File: src/rtl/route_table_loader_pkg.sv
// Shared constants for the routing-table loader, table reader and crossbar:
// mesh geometry, field widths, direction codes and loader state encoding.
`ifndef NUM_NODES
`define NUM_NODES 9
`endif

package route_table_loader_pkg;

   localparam int unsigned MESH_X    = 3;
   localparam int unsigned NUM_NODES = `NUM_NODES;
   // One extra count so the fill counter can sit at NUM_NODES for the final edge
   localparam int unsigned ADDR_SZ   = $clog2(NUM_NODES + 1);
   localparam int unsigned BITS_DIR  = 3;

   typedef enum logic [BITS_DIR-1:0] {
      DIR_NORTH = 3'd0,
      DIR_EAST  = 3'd1,
      DIR_SOUTH = 3'd2,
      DIR_WEST  = 3'd3,
      DIR_LOCAL = 3'd4
   } dir_e;

   typedef enum logic {
      ST_FILL,
      ST_SERVE
   } state_e;

endpackage

File: src/rtl/route_table_loader_if.sv
// Config request port plus routing-table write port of the loader.
interface route_table_loader_if;
   import route_table_loader_pkg::*;

   logic                start;
   logic                cfg_valid;
   logic                cfg_ready;
   logic [ADDR_SZ-1:0]  cfg_addr;
   logic [BITS_DIR-1:0] cfg_dir;
   logic                tbl_wr_en;
   logic [ADDR_SZ-1:0]  tbl_wr_addr;
   logic [BITS_DIR-1:0] tbl_wr_data;
   logic                init_done;
   logic                cfg_err;

   modport master (
      output start, cfg_valid, cfg_addr, cfg_dir,
      input  cfg_ready, tbl_wr_en, tbl_wr_addr, tbl_wr_data, init_done, cfg_err
   );

   modport slave (
      input  start, cfg_valid, cfg_addr, cfg_dir,
      output cfg_ready, tbl_wr_en, tbl_wr_addr, tbl_wr_data, init_done, cfg_err
   );

endinterface

File: src/rtl/route_table_loader_xy_route_calc.sv
// Combinational dimension-ordered (X then Y) route from source to destination.
module xy_route_calc
   import route_table_loader_pkg::*;
(
   input  logic [ADDR_SZ-1:0] i_sx,
   input  logic [ADDR_SZ-1:0] i_sy,
   input  logic [ADDR_SZ-1:0] i_dx,
   input  logic [ADDR_SZ-1:0] i_dy,
   output dir_e               o_dir
);

   // Resolve column first, then row, else the packet is home
   always_comb begin
      o_dir = DIR_LOCAL;
      if (i_dx < i_sx)      o_dir = DIR_WEST;
      else if (i_dx > i_sx) o_dir = DIR_EAST;
      else if (i_dy < i_sy) o_dir = DIR_NORTH;
      else if (i_dy > i_sy) o_dir = DIR_SOUTH;
   end

endmodule

File: src/rtl/route_table_loader.sv
// Routing-table loader: fills the table with XY routes after reset/start,
// then writes single-entry overrides from the config port.
// Optional macro ROUTE_CFG_CHECK_EN: drop malformed overrides and raise cfg_err.
module route_table_loader #(
   parameter int unsigned NODE_ID   = 0,
   parameter int unsigned MESH_X    = route_table_loader_pkg::MESH_X,
   parameter int unsigned NUM_NODES = route_table_loader_pkg::NUM_NODES
) (
   input logic                 clk,
   input logic                 reset,
   route_table_loader_if.slave bus
);
   import route_table_loader_pkg::*;

   localparam logic [ADDR_SZ-1:0] SX       = ADDR_SZ'(NODE_ID % MESH_X);
   localparam logic [ADDR_SZ-1:0] SY       = ADDR_SZ'(NODE_ID / MESH_X);
   localparam logic [ADDR_SZ-1:0] LAST_X   = ADDR_SZ'(MESH_X - 1);
   localparam logic [ADDR_SZ-1:0] FILL_END = ADDR_SZ'(NUM_NODES);
   localparam logic [ADDR_SZ-1:0] OWN_ADDR = ADDR_SZ'(NODE_ID);

   state_e              r_state, w_state_nxt;
   logic [ADDR_SZ-1:0]  r_cnt, r_x, r_y, w_cnt_nxt, w_x_nxt, w_y_nxt;
   logic                r_wr_en, w_wr_en_nxt;
   logic [ADDR_SZ-1:0]  r_wr_addr, w_wr_addr_nxt;
   logic [BITS_DIR-1:0] r_wr_data, w_wr_data_nxt;
   logic                r_init_done, w_init_done_nxt;
   logic                r_cfg_err, w_cfg_err_nxt;
   dir_e                w_route;
   logic                w_cfg_ready, w_accept, w_fill_last, w_cfg_bad;

   assign w_cfg_ready = (r_state == ST_SERVE) && !bus.start;
   assign w_accept    = w_cfg_ready && bus.cfg_valid;
   assign w_fill_last = (r_cnt == FILL_END);

`ifdef ROUTE_CFG_CHECK_EN
   assign w_cfg_bad = (bus.cfg_addr >= FILL_END) ||
                      (bus.cfg_dir > BITS_DIR'(DIR_LOCAL)) ||
                      ((bus.cfg_dir == BITS_DIR'(DIR_LOCAL)) && (bus.cfg_addr != OWN_ADDR));
`else
   assign w_cfg_bad = 1'b0;
`endif

   xy_route_calc u_route (
      .i_sx  (SX),
      .i_sy  (SY),
      .i_dx  (r_x),
      .i_dy  (r_y),
      .o_dir (w_route)
   );

   // State register
   always_ff @(posedge clk or negedge reset) begin
      if (!reset) r_state <= ST_FILL;
      else        r_state <= w_state_nxt;
   end

   // Next state: fill runs to completion, start in SERVE re-enters FILL
   always_comb begin
      w_state_nxt = r_state;
      case (r_state)
         ST_FILL:  if (w_fill_last) w_state_nxt = ST_SERVE;
         ST_SERVE: if (bus.start)   w_state_nxt = ST_FILL;
         default:  w_state_nxt = ST_FILL;
      endcase
   end

   // Next values of counters and registered outputs
   always_comb begin
      w_cnt_nxt       = r_cnt;
      w_x_nxt         = r_x;
      w_y_nxt         = r_y;
      w_wr_en_nxt     = 1'b0;
      w_wr_addr_nxt   = r_wr_addr;
      w_wr_data_nxt   = r_wr_data;
      w_init_done_nxt = r_init_done;
      w_cfg_err_nxt   = r_cfg_err;
      case (r_state)
         ST_FILL: begin
            if (!w_fill_last) begin
               w_wr_en_nxt   = 1'b1;
               w_wr_addr_nxt = r_cnt;
               w_wr_data_nxt = w_route;
               w_cnt_nxt     = r_cnt + 1'b1;
               // x/y track the address so no divide is needed at runtime
               if (r_x == LAST_X) begin
                  w_x_nxt = '0;
                  w_y_nxt = r_y + 1'b1;
               end else begin
                  w_x_nxt = r_x + 1'b1;
               end
            end else begin
               w_init_done_nxt = 1'b1;
               w_cnt_nxt       = '0;
               w_x_nxt         = '0;
               w_y_nxt         = '0;
            end
         end
         ST_SERVE: begin
            if (bus.start) begin
               w_init_done_nxt = 1'b0;
               w_cfg_err_nxt   = 1'b0;
               w_cnt_nxt       = '0;
               w_x_nxt         = '0;
               w_y_nxt         = '0;
            end else if (w_accept) begin
               if (w_cfg_bad) begin
                  w_cfg_err_nxt = 1'b1;
               end else begin
                  w_wr_en_nxt   = 1'b1;
                  w_wr_addr_nxt = bus.cfg_addr;
                  w_wr_data_nxt = bus.cfg_dir;
               end
            end
         end
         default: ;
      endcase
   end

   // Datapath registers
   always_ff @(posedge clk or negedge reset) begin
      if (!reset) begin
         r_cnt       <= '0;
         r_x         <= '0;
         r_y         <= '0;
         r_wr_en     <= 1'b0;
         r_wr_addr   <= '0;
         r_wr_data   <= '0;
         r_init_done <= 1'b0;
         r_cfg_err   <= 1'b0;
      end else begin
         r_cnt       <= w_cnt_nxt;
         r_x         <= w_x_nxt;
         r_y         <= w_y_nxt;
         r_wr_en     <= w_wr_en_nxt;
         r_wr_addr   <= w_wr_addr_nxt;
         r_wr_data   <= w_wr_data_nxt;
         r_init_done <= w_init_done_nxt;
         r_cfg_err   <= w_cfg_err_nxt;
      end
   end

   assign bus.cfg_ready   = w_cfg_ready;
   assign bus.tbl_wr_en   = r_wr_en;
   assign bus.tbl_wr_addr = r_wr_addr;
   assign bus.tbl_wr_data = r_wr_data;
   assign bus.init_done   = r_init_done;
   assign bus.cfg_err     = r_cfg_err;

endmodule

File: src/flat_wrapper.sv
// flat-port wrapper written by rule: the top's interface ports become plain ports
module route_table_loader_flat import route_table_loader_pkg::*;
#(
   parameter int unsigned NODE_ID   = 0,
   parameter int unsigned MESH_X    = route_table_loader_pkg::MESH_X,
   parameter int unsigned NUM_NODES = route_table_loader_pkg::NUM_NODES
)
  (clk, reset, bus_start, bus_cfg_valid, bus_cfg_addr, bus_cfg_dir, bus_cfg_ready, bus_tbl_wr_en, bus_tbl_wr_addr, bus_tbl_wr_data, bus_init_done, bus_cfg_err);
  route_table_loader_if bus_i ();
  input logic clk;
  input logic reset;
  input wire logic [$bits(bus_i.start)-1:0] bus_start;
  input wire logic [$bits(bus_i.cfg_valid)-1:0] bus_cfg_valid;
  input wire logic [$bits(bus_i.cfg_addr)-1:0] bus_cfg_addr;
  input wire logic [$bits(bus_i.cfg_dir)-1:0] bus_cfg_dir;
  output wire logic [$bits(bus_i.cfg_ready)-1:0] bus_cfg_ready;
  output wire logic [$bits(bus_i.tbl_wr_en)-1:0] bus_tbl_wr_en;
  output wire logic [$bits(bus_i.tbl_wr_addr)-1:0] bus_tbl_wr_addr;
  output wire logic [$bits(bus_i.tbl_wr_data)-1:0] bus_tbl_wr_data;
  output wire logic [$bits(bus_i.init_done)-1:0] bus_init_done;
  output wire logic [$bits(bus_i.cfg_err)-1:0] bus_cfg_err;
  assign bus_i.start = bus_start;
  assign bus_i.cfg_valid = bus_cfg_valid;
  assign bus_i.cfg_addr = bus_cfg_addr;
  assign bus_i.cfg_dir = bus_cfg_dir;
  assign bus_cfg_ready = bus_i.cfg_ready;
  assign bus_tbl_wr_en = bus_i.tbl_wr_en;
  assign bus_tbl_wr_addr = bus_i.tbl_wr_addr;
  assign bus_tbl_wr_data = bus_i.tbl_wr_data;
  assign bus_init_done = bus_i.init_done;
  assign bus_cfg_err = bus_i.cfg_err;
  route_table_loader #(.NODE_ID(NODE_ID), .MESH_X(MESH_X), .NUM_NODES(NUM_NODES)) u_core (.clk(clk), .reset(reset), .bus(bus_i));
endmodule
File: config.mk
export PLATFORM = sky130hd
export DESIGN_NAME = route_table_loader_flat
export DESIGN_NICKNAME = d
export VERILOG_FILES = /design/src/rtl/route_table_loader_pkg.sv /design/src/rtl/route_table_loader_if.sv /design/src/rtl/route_table_loader_xy_route_calc.sv /design/src/rtl/route_table_loader.sv /design/src/flat_wrapper.sv
export SDC_FILE = /design/constraint.sdc
export NUM_CORES = 1
export LEC_CHECK = 0
export CORE_MARGIN = 1.5
export CORE_UTILIZATION = 54
export CTS_CLUSTER_SIZE = 16
export DETAILED_ROUTE_END_ITERATION = 7
export PLACE_DENSITY = 0.86
export SLEW_MARGIN = 40
export SYNTH_ARGS = -nofsm -noshare
export SYNTH_HDL_FRONTEND = slang
export SYNTH_SLANG_ARGS = --single-unit
export TNS_END_PERCENT = 10
File: constraint.sdc
create_clock -name clk -period 2.8 [get_ports clk]
set_input_delay 0.7 -clock clk [delete_from_list [all_inputs] [get_ports clk]]
set_output_delay 0.7 -clock clk [all_outputs]
set_load 0.005 [all_outputs]
After elaboration in Yosys (flattened, before gate mapping)
Cells that the tools add are included.
{"block": "word_totals", "output_inout_bits": 11, "inputBits": 11, "register_bits": 22}
{"block": "classes", "bitwise_logic": 1, "n_reduce_logical": 6, "n_addsub": 3, "eq_ne": 8, "muxes": 31, "order_cmp": 4}
{"op": "4-bit two-way mux", "n": 9}
{"op": "4-bit case mux with 2 select lines", "n": 4}
{"op": "3-bit two-way mux", "n": 7}
{"op": "4-bit by 1-bit adder with 4-bit output (second input constant)", "n": 3}
{"op": "4-bit by 1-bit greater-than comparator with 1-bit output (second input constant)", "n": 2}
{"op": "4-bit by 1-bit less-than comparator with 1-bit output (second input constant)", "n": 2}
{"op": "2-bit inequality test (second input constant)", "n": 4}
{"op": "1-bit two-way mux", "n": 7}
{"op": "1-bit case mux with 2 select lines", "n": 3}
{"op": "3-bit case mux with 2 select lines", "n": 1}
{"op": "4-bit by 2-bit equality test with 1-bit output (second input constant)", "n": 1}
{"op": "4-bit equality test (second input constant)", "n": 1}
{"op": "2-bit AND reduction", "n": 2}
{"op": "3-bit by 1-bit inequality test with 1-bit output (second input constant)", "n": 1}
{"op": "3-bit AND reduction", "n": 1}
{"op": "1-bit logical AND", "n": 2}
{"op": "2-bit by 1-bit inequality test with 1-bit output (second input constant)", "n": 1}
{"op": "1-bit zero test", "n": 1}
{"op": "1-bit NOT", "n": 1}

Longest topological paths before layout
Gate-level depths: netlist (run 1).
{"block": "depth", "ltp_word": 7, "ltp_mapped": 6}

Cells and area by module
From an unflattened synthesis (run 1), not the netlist that was laid out.
{"block": "hier_totals", "cells_unflattened": 131, "area_unflattened_um2": 1362.6}
{"module": "route_table_loader", "seq_area_each_um2": 550.5, "cells_per_inst": 99, "n_inst": 1, "area_per_inst_um2": 1144.8}
{"module": "xy_route_calc", "seq_area_each_um2": 0.0, "cells_per_inst": 32, "n_inst": 1, "area_per_inst_um2": 217.7}

Least setup slack after synthesis (run 1)
No wires, ideal clock.
{"block": "synth_path", "path_kind": "in2reg", "from": "input port bus_start", "to": "register u_core.r_wr_addr[0], in the netlist u_core.bus.tbl_wr_addr[0]", "n_path_buf": 1, "t_arrival_ps": 1736, "stages": 5, "t_required_ps": 2675, "path_slack_ps": 939, "cell_sequence": "nand2b_1 > inv_1 > a22o_1 > buf_2 > mux2_2"}
{"block": "synth_via", "elab_chain_len": 5, "word_cells_on_any_way": 6}
{"element": "start, declared", "line": "flat_wrapper.sv:12", "source": "input wire logic [$bits(bus_i.start)-1:0] bus_start;"}
{"element": "1-bit zero test", "line": "route_table_loader.sv:31", "source": "assign w_cfg_ready = (r_state == ST_SERVE) && !bus.start;"}
{"element": "1-bit logical AND", "line": "route_table_loader.sv:31"}
{"element": "net bus_cfg_ready", "line": "flat_wrapper.sv:16", "source": "output wire logic [$bits(bus_i.cfg_ready)-1:0] bus_cfg_ready;"}
{"element": "1-bit logical AND", "line": "route_table_loader.sv:32", "source": "assign w_accept = w_cfg_ready && bus.cfg_valid;"}
{"element": "2-bit inequality test (no line)"}
{"element": "3-bit AND reduction (no line)"}
{"element": "end signal, assigned", "line": "route_table_loader.sv:135", "source": "r_wr_addr <= w_wr_addr_nxt;"}
{"element": "end, declared", "line": "route_table_loader.sv:24", "source": "logic [ADDR_SZ-1:0] r_wr_addr, w_wr_addr_nxt;"}
The timed path passes the listed nets, and every way through them passes these cells.
A chain may end at the register's enable or synchronous reset.

Worst setup path in the final report (run 1)
{"block": "layout_path", "from": "input port bus_start", "to": "output port bus_cfg_ready"}
{"block": "layout_via", "elab_chain_len": 2}
{"element": "1-bit zero test", "line": "route_table_loader.sv:31"}
{"element": "1-bit logical AND", "line": "route_table_loader.sv:31"}
{"element": "end, declared", "line": "flat_wrapper.sv:16"}
No other way between the ends.

==> impl_metrics.py, run 1 <==
metrics = {
    "synthesis": {
        "yosysWarnings": 0,
        "ys_async_sr_fraction_pct": 100.0,
        "synth.avg_cell_area_um2": 10.82,
        "seq_area_frac_synth_pct": 47.57,
        "synth-edff-count": 0,
        "synth_largest_area_cell": "dfrtp_1",
        "netlist_top_cells_area": "dfrtp_1 (48%), mux2_2 (9.7%), ha_1 (4.3%)",
        "yosysUniqueCellTypes": 40,
        "netlist_area_um2": 1157,
        "syn-num-nets": 122,
        "syn_inst": 107,
        "ys_ff_latch": 22,
        "synth_top_area_share_pct": 47.57,
        "synthFlopType": "dfrtp_1",
    },
    "place": {
        "place_congestion": 0.8337,
        "dpl.hpwl_um": 1629,
        "port_buffers": 20,
        "place_area_um2": 1380,
    },
    "cts": {
        "post_cts_buffers": 0,
        "clock_path_buffers": 2,
        "postCtsHoldBufs": 0,
        "h-tree-depth": 1,
        "clock_latency_ps": 300,
        "path_clk_slew_ps": 110,
        "clock-sinks": 22,
        "post_cts_resized": 0,
        "cts_root_buf": "clkbuf_4",
        "cts_tree": "built",
        "cts_made_buffers": 3,
    },
    "power_and_ir_drop": {
        "intPower_uw": 958.5,
        "total_power_mw": 1.529,
        "clkPwrFrac_pct": 11.3,
        "p_comb_share_pct": 48.7,
        "power_per_cell_area_nw_per_um2": 1075,
        "swShare_pct": 37.32,
        "vdd_drop_max_uv": 735.2,
        "seqPwrFrac_pct": 40.0,
        "switchingPower_uw": 570.8,
        "p_leak_nw": 0.6146,
    },
    "sta": {
        "worst_pin_slew_ps": 464.0,
        "holdWs_ps": 505.3,
        "slew_headroom_pct": 68.27,
        "tns_ps": 0,
        "fin_crit_ps": 2596,
        "clock.fmax_ghz": 0.3853,
        "skew_ps": 5.005,
        "rsz0062_at_grt": "false",
        "finalHoldViolations": 0,
        "finalCritPeriodShare_pct": 92.70,
        "slew_violations": 0,
        "setup_viol": 0,
    },
    "run": {
        "max-cap-violations": 0,
    },
    "route": {
        "wl_per_cell_um": 14.87,
        "drcViolationCount": 0,
        "via_per_inst": 6.052,
        "num_vias": 938,
        "antenna_left": 0,
        "drtIter0Drc": 24,
        "dr.pass1.iters": 4,
        "drt-total-wl_um": 2305,
    },
    "worst_setup_path": {
        "critPathKind": "in -> out",
        "cp_slowest_cell": "clkdlybuf4s50_1",
        "crit_path_cell_trace": "clkdlybuf4s50_1 > nand2b_1 > inv_1 > clkdlybuf4s50_1",
        "required_ps": 2100,
        "end_kind": "output port",
        "cpPeakStageDelay_ps": 500,
        "worst_setup_path_start_kind": "primary input",
        "cp_max_fo": 3,
        "crit_path_frequent_cell": "clkdlybuf4s50_1",
        "arrival_ps": 1900,
        "rr_worst_depth": 4,
    },
    "floorplanning": {
        "dieArea_um2": 2430,
        "die_y_um": 49.30,
        "coreArea_um2": 1982,
        "ios": 22,
        "die_w_um": 49.30,
        "row_count": 16,
        "start_util_pct": 58.40,
    },
    "global_routing": {
        "grt_max_degree": 25,
        "overflow": 0,
        "grt_antenna_before_repair": 0,
        "grt_util_all_layers_pct": 20.50,
        "grt_pass1_wl_um": 3822,
        "first_global_vias": 868,
    },
    "layout": {
        "layout_commonest_cell": "dfrtp_1",
        "layout_common_cells": "dfrtp_1 (22), clkdlybuf4s50_1 (20), mux2_2 (10), inv_1 (7), a31oi_1 (7)",
        "syn_to_final_growth_pct": 22.92,
        "final_cell_area_um2": 1423,
        "fin_util_pct": 71.78,
        "fillers": 150,
        "drive_gt1_share_pct": 15.63,
        "antennaDiodeCount": 0,
        "finalNetCount": 144,
    },
    "run_status": {
        "outcome": "finished clean",
    },
    "min_path": {
        "hold_path_depth": 1,
        "holdCritPathClass": "reg -> reg",
    },
}
==> metal layers <==
layer | vias up | wire [um] | GRT usage [%]
met3 | 4 | 105 | 3.681
li1 | 445 | - | -
met4 | 0 | 25 | 8.095
met5 | - | 0 | 0
met2 | 26 | 1129 | 34.46
met1 | 463 | 1045 | 25.88
==> per-stage QoR <==
stage | setup WS [ps] | std cells
after floorplan | 939.3 | 107
after detailed placement | 203.8 | 151
after CTS | 203.8 | 155
after global routing | 185.7 | 155
after global placement | 216.9 | 151
final | 204.4 | 155
==> layout make-up <==
class | count | area (um2) | share of cell area (%)
Tap cell | 27 | 33.78 | 2.375
Inverter | 8 | 30.03 | 2.111
Clock buffer | 4 | 36.28 | 2.551
Multi-Input combinational cell | 70 | 541.8 | 38.08
Timing Repair Buffer | 24 | 230.2 | 16.18
Sequential cell | 22 | 550.5 | 38.70
==> flip-flops by register name, indices dropped and copies added, names as in the netlist <==
name	count
u_core.bus.init_done	1
u_core.bus.tbl_wr_addr	4
u_core.bus.tbl_wr_data	3
u_core.bus.tbl_wr_en	1
u_core.r_cnt	4
u_core.r_state	1
u_core.r_x	4
u_core.r_y	4
==> kinds of logic after synthesis <==
| kind of cell | after synthesis | synth area share (%) |
|---|---|---|
| mux | 10 | 9.730 |
| flops | 22 | 47.57 |
| compound gates | 28 | 17.73 |
| other cells | 1 | 0.3240 |
| xor+xnor | 1 | 0.7569 |
| fa+ha+maj | 4 | 4.324 |
| simple gates | 26 | 13.41 |
| buf+inv | 15 | 6.161 |
==> power groups by stage <==
stage	Clock (mW)	Combinational, mW	Sequential (mW)
2_1_floorplan	0	0.531	0.571
3_3_place_gp	0	0.716	0.601
3_5_place_dp	0	0.744	0.610
4_1_cts	0.177	0.749	0.605
5_1_grt	0.190	0.821	0.637
6_report	0.173	0.745	0.612
==> critical path: cells and delay by family <==
family	cells	cell delay (ps)
AND/OR/NAND/NOR	1	170
buffers and inverters	3	1030
==> worst paths after layout <==
check,slack [ps],start,end
setup / recovery,200,bus_start,bus_cfg_ready
hold / removal,510,u_core.r_y[3],u_core.r_y[3]
setup reg to reg,970,u_core.r_cnt[0],u_core.bus.tbl_wr_data[2]
hold reg to reg,510,u_core.r_y[3],u_core.r_y[3]
max in group asynchronous,1850,reset,u_core.r_y[0]
min in group asynchronous,720,reset,u_core.r_x[3]
==> Yosys cell counts (2+ instances only) <==
master / n
ha_1: 4
a22o_1: 2
nand2_1: 5
a31oi_1: 7
nand2b_1: 2
nor4_1: 2
o31ai_1: 2
nor2_1: 3
nand3_1: 4
mux2_2: 10
buf_2: 3
or4_1: 3
a21oi_1: 3
a32o_1: 2
dfrtp_1: 22
inv_1: 7
o21ai_0: 3
Note: power is estimated with default switching activity, not from simulation.
==> inputs of run 2 (changes only) <==
Settings changed: SLEW_MARGIN 40 to not set.
==> run 2 against run 1 <==
- non-clock buffer count stayed put
- wire length grew 1.1%
- clock skew barely moved
- combinational power hardly changed
- sequential power decreased by 0.8%
- die area unchanged
- clock power is essentially flat
==> impl_metrics.py, run 2 (synthesis gave the netlist of run 1 again) <==
metrics = {
    "worst_setup_path": {
        "end_kind": "output port",
        "arrival_ps": 1900,
        "crit_end": "bus_cfg_ready",
        "crit_path_cell_trace": "clkdlybuf4s50_1 > nand2b_1 > inv_1 > clkdlybuf4s50_1",
        "required_ps": 2100,
        "timing.rr.end": "u_core.r_y[2]",
        "critical_path.startpoint": "bus_start",
        "cp_slowest_cell": "clkdlybuf4s50_1",
        "critPathKind": "in -> out",
        "r2r_slack_ps": 870,
        "cpPeakStageDelay_ps": 500,
        "r2r_start": "u_core.r_x[0]",
        "cp_max_fo": 3,
        "worst_setup_path_start_kind": "primary input",
        "rr_worst_depth": 3,
        "crit_path_frequent_cell": "clkdlybuf4s50_1",
    },
    "route": {
        "drtIter0Drc": 24,
        "dr.pass1.iters": 4,
        "wl_per_cell_um": 15.03,
        "antenna_left": 0,
        "via_per_inst": 6.129,
        "drcViolationCount": 0,
        "num_vias": 950,
        "drt-total-wl_um": 2330,
    },
    "power_and_ir_drop": {
        "clkPwrFrac_pct": 11.4,
        "p_leak_nw": 0.6129,
        "vdd_drop_max_uv": 736.4,
        "swShare_pct": 37.30,
        "intPower_uw": 955.3,
        "seqPwrFrac_pct": 39.8,
        "power_per_cell_area_nw_per_um2": 1076,
        "switchingPower_uw": 568.4,
        "total_power_mw": 1.524,
        "p_comb_share_pct": 48.8,
    },
    "sta": {
        "finalHoldViolations": 0,
        "clock.fmax_ghz": 0.3853,
        "skew_ps": 5.429,
        "tns_ps": 0,
        "slew_violations": 0,
        "holdWs_ps": 504.2,
        "worst_pin_slew_ps": 827.0,
        "slew_headroom_pct": 44.09,
        "fin_crit_ps": 2595,
        "setup_viol": 0,
        "rsz0062_at_grt": "false",
        "fin_ws_ps": 204.7,
        "finalCritPeriodShare_pct": 92.69,
    },
    "floorplanning": {
        "start_util_pct": 58.40,
        "die_w_um": 49.30,
        "coreArea_um2": 1982,
        "dieArea_um2": 2430,
        "ios": 22,
        "die_y_um": 49.30,
        "row_count": 16,
    },
    "min_path": {
        "holdCritPathClass": "reg -> reg",
        "hold_path_depth": 1,
    },
    "layout": {
        "syn_to_final_growth_pct": 22.38,
        "layout_common_cells": "dfrtp_1 (22), clkdlybuf4s50_1 (20), mux2_2 (10), inv_1 (7), a31oi_1 (7)",
        "antennaDiodeCount": 0,
        "stdcell_count": 155,
        "drive_gt1_share_pct": 14.84,
        "finalNetCount": 144,
        "layout_commonest_cell": "dfrtp_1",
    },
    "cts": {
        "cts_made_buffers": 3,
        "path_clk_slew_ps": 110,
        "cts_root_buf": "clkbuf_4",
        "clock_latency_ps": 310,
        "post_cts_buffers": 0,
        "cts_tree": "built",
        "h-tree-depth": 1,
        "clock_path_buffers": 2,
        "clock-sinks": 22,
        "postCtsHoldBufs": 0,
        "post_cts_resized": 0,
    },
    "global_routing": {
        "overflow": 0,
        "grt_util_all_layers_pct": 20.50,
        "grt_max_degree": 25,
        "grt_antenna_before_repair": 0,
        "grt_pass1_wl_um": 3822,
        "first_global_vias": 868,
    },
    "place": {
        "post-place-cells": 151,
        "place_congestion": 0.8337,
        "dp_slack_ps": 203.8,
        "port_buffers": 20,
        "dpl.hpwl_um": 1629,
    },
    "run": {
        "max-cap-violations": 0,
    },
    "run_status": {
        "outcome": "finished clean",
    },
}
## run 2: cell type report
class | count | area [um2]
clock buffers | 4 | 36.28
fillers | 150 | 565.5
inverters | 8 | 30.03
multi-input cells | 70 | 535.5
flip-flops and latches | 22 | 550.5
well taps | 27 | 33.78
repair buffers | 24 | 230.2
## run 2: routing by layer
| metal | vias up | global-route usage (%) | part of all wire, % |
|---|---|---|---|
| met3 | 4 | 3.681 | 5.2 |
| met5 | - | 0 | 0 |
| met2 | 32 | 34.46 | 50 |
| met4 | 0 | 8.095 | 0.73 |
| met1 | 469 | 25.88 | 44 |
| li1 | 445 | - | - |
## run 2: how the worst min path moves through the flow
stage	start	endpoint
after floorplan	reset	u_core.bus.init_done
after global placement	u_core.r_y[3]	u_core.r_y[3]
after detailed placement	u_core.r_y[3]	u_core.r_y[3]
after CTS	u_core.r_y[3]	u_core.r_y[3]
after global routing	u_core.r_y[3]	u_core.r_y[3]
final	u_core.r_y[3]	u_core.r_y[3]
## run 2: critical path, delay by kind of cell
| family | cells | cell delay [ps] |
|---|---|---|
| simple gates | 1 | 170 |
| buf+inv | 3 | 1030 |
## run 2: power by group through the flow
stage / sequential (mW) / combinational, mW / clock, mW
6_report: 0.607 / 0.744 / 0.173
5_1_grt: 0.633 / 0.818 / 0.190
4_1_cts: 0.605 / 0.749 / 0.177
3_5_place_dp: 0.610 / 0.744 / 0
3_3_place_gp: 0.601 / 0.716 / 0
2_1_floorplan: 0.571 / 0.531 / 0
## run 2: stage by stage
step                      util (%)  cell area [um2]
after floorplan                  -             1157
after global placement       69.63             1380
after detailed placement     69.63             1380
after CTS                    71.46             1416
after global routing         71.46             1416
final                        71.46             1416
